### src/rtl/memb_seq_ctrl.sv
// memb_seq_ctrl: sequences one tile of B rows through the skewed FIFO bank.
// Column c of the bank is a shift FIFO of depth DIM+c. A tile is loaded over
// a valid/ready handshake, then the skew is drained, and col_vld tells the
// array which bank outputs currently carry real data.
module memb_seq_ctrl #(
  parameter int DIM   = 8,
  parameter int CNT_W = $clog2(3*DIM)
) (
  input  logic                   clk,
  input  logic                   rst_n,
  input  logic                   start,
  input  logic                   b_vld,
  output logic                   b_rdy,
  input  logic                   stall,
  output logic                   wr_en,
  output logic                   en,
  output logic [$clog2(DIM)-1:0] row_idx,
  output logic [DIM-1:0]         col_vld,
  output logic                   busy,
  output logic                   done
);

  localparam int ROW_W = $clog2(DIM);

  // Last count value before each phase boundary; the beat/shift taken at
  // this value moves the FSM on.
  localparam logic [CNT_W-1:0] LOAD_LAST  = CNT_W'(DIM - 1);
  localparam logic [CNT_W-1:0] DRAIN_LAST = CNT_W'(3*DIM - 3);

  typedef enum logic [1:0] {
    IDLE,
    LOAD,
    DRAIN,
    FLUSH
  } state_t;

  state_t           state;
  state_t           state_nxt;
  logic [CNT_W-1:0] cnt;
  logic [CNT_W-1:0] cnt_nxt;
  logic             done_nxt;

  // State, shift counter and the registered done pulse.
  always_ff @(posedge clk) begin
    if (!rst_n) begin
      state <= IDLE;
      cnt   <= '0;
      done  <= 1'b0;
    end else begin
      state <= state_nxt;
      cnt   <= cnt_nxt;
      done  <= done_nxt;
    end
  end

  // Next state: count load beats, then drain shifts; any stall freezes both.
  always_comb begin
    state_nxt = state;
    cnt_nxt   = cnt;
    done_nxt  = 1'b0;
    case (state)
      IDLE: begin
        if (start) begin
          state_nxt = LOAD;
          cnt_nxt   = '0;
        end
      end
      LOAD: begin
        if (b_vld && !stall) begin
          cnt_nxt = cnt + 1'b1;
          if (cnt == LOAD_LAST) begin
            state_nxt = DRAIN;
          end
        end
      end
      DRAIN: begin
        if (!stall) begin
          cnt_nxt = cnt + 1'b1;
          if (cnt == DRAIN_LAST) begin
            state_nxt = FLUSH;
          end
        end
      end
      FLUSH: begin
        if (!stall) begin
          state_nxt = IDLE;
          done_nxt  = 1'b1;
        end
      end
      default: begin
        state_nxt = IDLE;
      end
    endcase
  end

  // Bank controls and column-valid mask, derived only from state, cnt and the handshake inputs.
  always_comb begin
    b_rdy   = (state == LOAD) && !stall;
    wr_en   = (state == LOAD) && !stall && b_vld;
    en      = (state == DRAIN) && !stall;
    busy    = (state != IDLE);
    row_idx = (state == LOAD) ? cnt[ROW_W-1:0] : '0;
    col_vld = '0;
    for (int c = 0; c < DIM; c++) begin
      col_vld[c] = (state != IDLE) &&
                   (cnt >= CNT_W'(DIM + c)) &&
                   (cnt <= CNT_W'(2*DIM + c - 1));
    end
  end

endmodule

### config.mk
export PLATFORM = sky130hd
export DESIGN_NAME = memb_seq_ctrl
export DESIGN_NICKNAME = d
export VERILOG_FILES = /design/src/rtl/memb_seq_ctrl.sv
export SDC_FILE = /design/constraint.sdc
export NUM_CORES = 1
export LEC_CHECK = 0
export BUFFER_PORTS_ARGS = -buffer_cell sky130_fd_sc_hd__buf_2
export CORE_MARGIN = 5
export CORE_UTILIZATION = 55
export CTS_CLUSTER_DIAMETER = 80
export DETAILED_ROUTE_END_ITERATION = 8
export PLACE_DENSITY = 0.83
export SYNTH_ARGS = -nofsm -noshare
export SYNTH_HDL_FRONTEND = slang
export SYNTH_SLANG_ARGS = --single-unit
export TNS_END_PERCENT = 5
### constraint.sdc
create_clock -name clk -period 3.7 [get_ports clk]
set_input_delay 0.925 -clock clk [delete_from_list [all_inputs] [get_ports clk]]
set_output_delay 0.925 -clock clk [all_outputs]
set_load 0.01 [all_outputs]
# Word level (Yosys, flattened, before mapping)
# Index checks and enable logic that the tools add are counted.
[totals] reg_bits=8 inputBits=5 output_inout_bits=16 elab_cells=71
[classes] add_sub_neg=1 n_lt_le_gt_ge=16 n_eq_ne=11 n_mux=13 n_reduce_logical=27
[ops] op="5-bit by 4-bit >= comparator with 1-bit output (second input constant)" n=8
[ops] op="5-bit <= comparator (second input constant)" n=7
[ops] op="1-bit logical AND" n=20
[ops] op="5-bit 2-to-1 mux" n=3
[ops] op="5-bit case mux with 3 select lines" n=1
[ops] op="2-bit 2-to-1 mux" n=6
[ops] op="2-bit != test (second input constant)" n=6
[ops] op="2-bit case mux with 4 select lines" n=1
[ops] op="6-bit AND reduction" n=1
[ops] op="5-bit by 1-bit adder with 5-bit output (second input constant)" n=1
[ops] op="5-bit by 3-bit == test with 1-bit output (second input constant)" n=1
[ops] op="5-bit == test (second input constant)" n=1
[ops] op="5-bit by 4-bit <= comparator with 1-bit output (second input constant)" n=1
[ops] op="2-bit == test (second input constant)" n=2
[ops] op="4-bit AND reduction" n=1
[ops] op="3-bit 2-to-1 mux" n=1
[ops] op="3-bit nonzero test" n=1
[ops] op="2-bit by 1-bit == test with 1-bit output (second input constant)" n=1
[ops] op="2-bit logical NOT" n=1
[ops] op="2-bit AND reduction" n=1
[ops] op="2-bit nonzero test" n=1
[ops] op="1-bit logical NOT" n=1
[ops] op="1-bit 2-to-1 mux" n=1

# Longest topological paths before layout
[depth] depth_word=4 mapped_depth=7 depth_no_buf=6

# Worst setup path after synthesis
# OpenSTA, ideal clock, no wires.
[synth_path] kind="flip-flop to output port" startpoint="reg cnt[1]" endpoint="out col_vld[5]" arrival_ns=1.332 t_required_ns=2.775 path_slack_ns=1.443 path_stages_with_launch=6 path_cell_list="dfxtp_1 -> clkbuf_1 -> inv_1 -> ha_1 -> o311ai_0 -> a21oi_1"
[synth_between] elab_chain_cells=3 word_cells_on_any_way=4
[synth_lines] element="start: declaration" line="39" rtl="logic [CNT_W-1:0] cnt;"
[synth_lines] element="start signal: assignment" line="51" rtl="cnt <= cnt_nxt;"
[synth_lines] element="5-bit by 4-bit >= comparator with 1-bit output" line="106" rtl="(cnt >= CNT_W'(DIM + c)) &&"
[synth_lines] element="1-bit logical AND" line="105" rtl="col_vld[c] = (state != IDLE) &&"
[synth_lines] element="1-bit logical AND (*)" line="106"
[synth_lines] element="end: declaration" line="18" rtl="output logic [DIM-1:0] col_vld,"
# Mark *: on every way between the ends. The rest lies on a longest branch, timed or not.

# Worst setup path in the final report
[layout_path] startpoint="reg cnt[0]" endpoint="out col_vld[7]"
# The elaborated chain is that of the path after synthesis.

==> results.yml <==
sta:
  setup-violations-final: 0
  fin_skew_ns: 0.00416
  min_period_over_period_pct: 75.0
  tns_ns: 0
  worstMarginPinSlew_ns: 0.454
  period_needed_ns: 2.78
  slew_viol_final: 0
  hold_viol: 0
  slew_headroom_pct: 69.7
  fmax_mhz: 360
  holdWs_ns: 0.527
  rsz0062_at_grt: "no"
critical_path:
  path_common_cell: "ha_1"
  critPathRequiredTime_ns: 2.77
  path_max_fanout: 12
  crit_family: "adder cells"
  critPathLaunchType: "register"
  cp.arrival_ns: 1.85
  worst-path-buf-inv: 1
  cp_cell_sequence: "ha_1 -> and3_1 -> ha_1 -> a21oi_1 -> a2bb2oi_1 -> nor2_1 -> buf_2"
  cp_slowest_cell: "dfxtp_1"
  cpPeakStageDelay_ns: 0.41
  end_kind: "output pin"
  reg2reg_slack_ns: 1.88
  worstSetupPathType: "reg -> out"
cts:
  ctsResizeCount: 0
  path_clk_slew_ns: 0.05
  cts_tree: "built"
  clock-root-buffer: "clkbuf_4"
  clockBufferDepth: 2
  cts_buffers: 3
  cts_sinks: 8
  hold_buffers: 0
  cts_max_level: 1
  insertion_delay_ns: 0.26
  postCtsSetupBuffers: 0
power_and_ir_drop:
  switching_share_pct: 45.1
  p_switching_uw: 190
  p_leak_uw: 0.000435
  powerDensity_nw_per_um2: 467
  p_total_uw: 421
  vdd_drop_max_mv: 0.442
  internal_power_uw: 231
  power_frac_clock_pct: 15.9
  comb_power_share_pct: 54.4
  pwr-share-seq_pct: 29.8
floorplanning:
  core_area_um2: 1320
  start_util_pct: 59.4
  io_pins: 21
  fp-row-count: 13
  die_y_um: 47.7
  dieArea_um2: 2280
  die_w_um: 47.7
finish:
  n_fill_cell: 114
  diodes: 0
  syn_to_final_growth_pct: 15.0
  fin_nets: 136
  layout-drive-gt1-share_pct: 24.2
  final_cells: 135
logic_synthesis:
  ys_types: 32
  synth_fa_ha_area_share_pct: 14.4
  synthMuxAreaShare_pct: 5.11
  yosysSeqAreaShare_pct: 20.4
  netlist_instances: 103
  ys_ff_latch: 8
  synth_nets: 117
  yosysWarnings: 0
  synthXorXnorAreaFrac_pct: 0
  synth_compound_gate_area_share_pct: 24.8
  synth_area_um2: 783
  synthSimpleGateAreaFrac_pct: 28.9
  avgSynthCellArea_um2: 7.60
  synth_top_family_by_area: "simple AND/OR/NAND/NOR gates"
route:
  drcViolationCount: 0
  drt_iter0_drc: 24
  drt_wl_total_mm: 1.80
  avgViaCountPerCell: 5.93
  vias: 800
  post_drt_wl_per_cell_um: 13.3
  ant_nets: 0
  firstDrtPassIters: 4
worst_hold_path:
  worstHoldPathType: "reg -> reg"
grt:
  antenna_found_initial: 0
  grt_pass1_wl_mm: 3.04
  grt_pass1_vias: 715
  grt-ovfl-total: 0
  grt_max_degree: 17
  track_usage_pct: 19.0
run:
  cap_violations: 0
placement:
  port_buffers: 20
  place_inst: 132
  gp_congestion: 0.848
  place.detailed.hpwl_mm: 1.36
outcome:
  status: "finished clean"
-- state kept, by name (all words and copies together) (netlist names) --
register,flops
done,1
state,2
cnt,5
-- Yosys cell counts --
master / count / area [µm²]
and2b_2: 2 / 17.5
nand3_1: 3 / 15.0
nand2b_1: 1 / 6.26
clkbuf_1: 5 / 18.8
nand3b_1: 2 / 15.0
a21oi_1: 8 / 40.0
buf_2: 1 / 5.00
a21boi_0: 2 / 15.0
o221a_2: 1 / 11.3
o41ai_1: 1 / 8.76
ha_1: 9 / 113
nor2_1: 5 / 18.8
o22ai_1: 3 / 18.8
o311ai_0: 1 / 8.76
and3_1: 2 / 12.5
and3b_2: 1 / 10.0
nand4b_1: 1 / 8.76
a21o_1: 1 / 7.51
a22oi_1: 2 / 15.0
o21ai_0: 5 / 25.0
nor3_1: 1 / 5.00
and2b_1: 1 / 7.51
a2bb2oi_1: 1 / 8.76
inv_1: 7 / 26.3
and2_1: 6 / 37.5
dfxtp_1: 8 / 160
nand2_1: 14 / 52.6
o31ai_1: 2 / 15.0
nand2b_4: 1 / 13.8
nor2b_1: 1 / 6.26
a211oi_4: 1 / 20.0
mux2i_1: 4 / 40.0
-- stage by stage --
stage	utilization, %	area [µm²]	worst slack, ns
CTS	68.4	901	0.932
detailed placement	66.7	878	1.21
global route	68.4	901	0.804
global placement	66.7	878	1.23
finish	68.4	901	0.923
floorplan	-	783	1.44
-- metal layers --
layer | track usage [%] | up-vias | share of wire [%]
li1 | - | 392 | -
met1 | 24.4 | 365 | 47
met4 | 11.3 | 0 | 2.6
met5 | 0 | - | 0
met2 | 29.0 | 36 | 43
met3 | 3.76 | 7 | 7.8
-- cells in the final DEF, fill, tap and decap left out, types with 2 or more instances in the layout --
cell / count
and3_1: 2
and2_1: 6
o21ai_0: 5
nand3b_1: 2
nor2_1: 5
a21oi_1: 8
o22ai_1: 3
o31ai_1: 2
nand2_1: 14
and2b_2: 2
a22oi_1: 2
mux2i_1: 4
nand3_1: 3
buf_2: 20
ha_1: 9
inv_1: 7
a21boi_0: 2
clkbuf_4: 3
dfxtp_1: 8
-- worst min-delay path, cell delays in order (launching register included) --
cell and delay, ns:
dfxtp_1 0.35, nand2_1 0.07, mux2i_1 0.06
-- path summary, 6_finish.rpt --
kind / startpoint / to / cells after the start
worst max register to register: state[0] / cnt[3] / 6
worst min register to register: state[1] / state[1] / 2
worst max-delay path: cnt[0] / col_vld[7] / 7
worst min-delay path: state[1] / state[1] / 2
-- layout make-up --
type	count	area (µm²)	share of cell area [%]
multi-input cells	82	573	63.6
flip-flops and latches	8	160	17.8
repair buffers	20	100	11.1
inverters	7	26.3	2.92
clock buffers	3	22.5	2.50
well taps	15	18.8	2.08
-- cell families (layout without fill, tap and decap cells) --
group	Yosys count	in the layout
adders and majority gates	9	9
and+or+nand+nor	41	41
muxes	4	4
buffers and inverters	13	30
AOI/OAI and AO/OA	28	28
DFF	8	8
-- power groups by stage --
stage	Sequential [µW]	Combinational [µW]	Clock, µW
after floorplan	114	184	0
after global placement	125	223	0
after detailed placement	127	227	0
after CTS	125	228	69.6
after global routing	129	256	74.5
final	125	229	66.8
(Power assumes the default switching activity.)
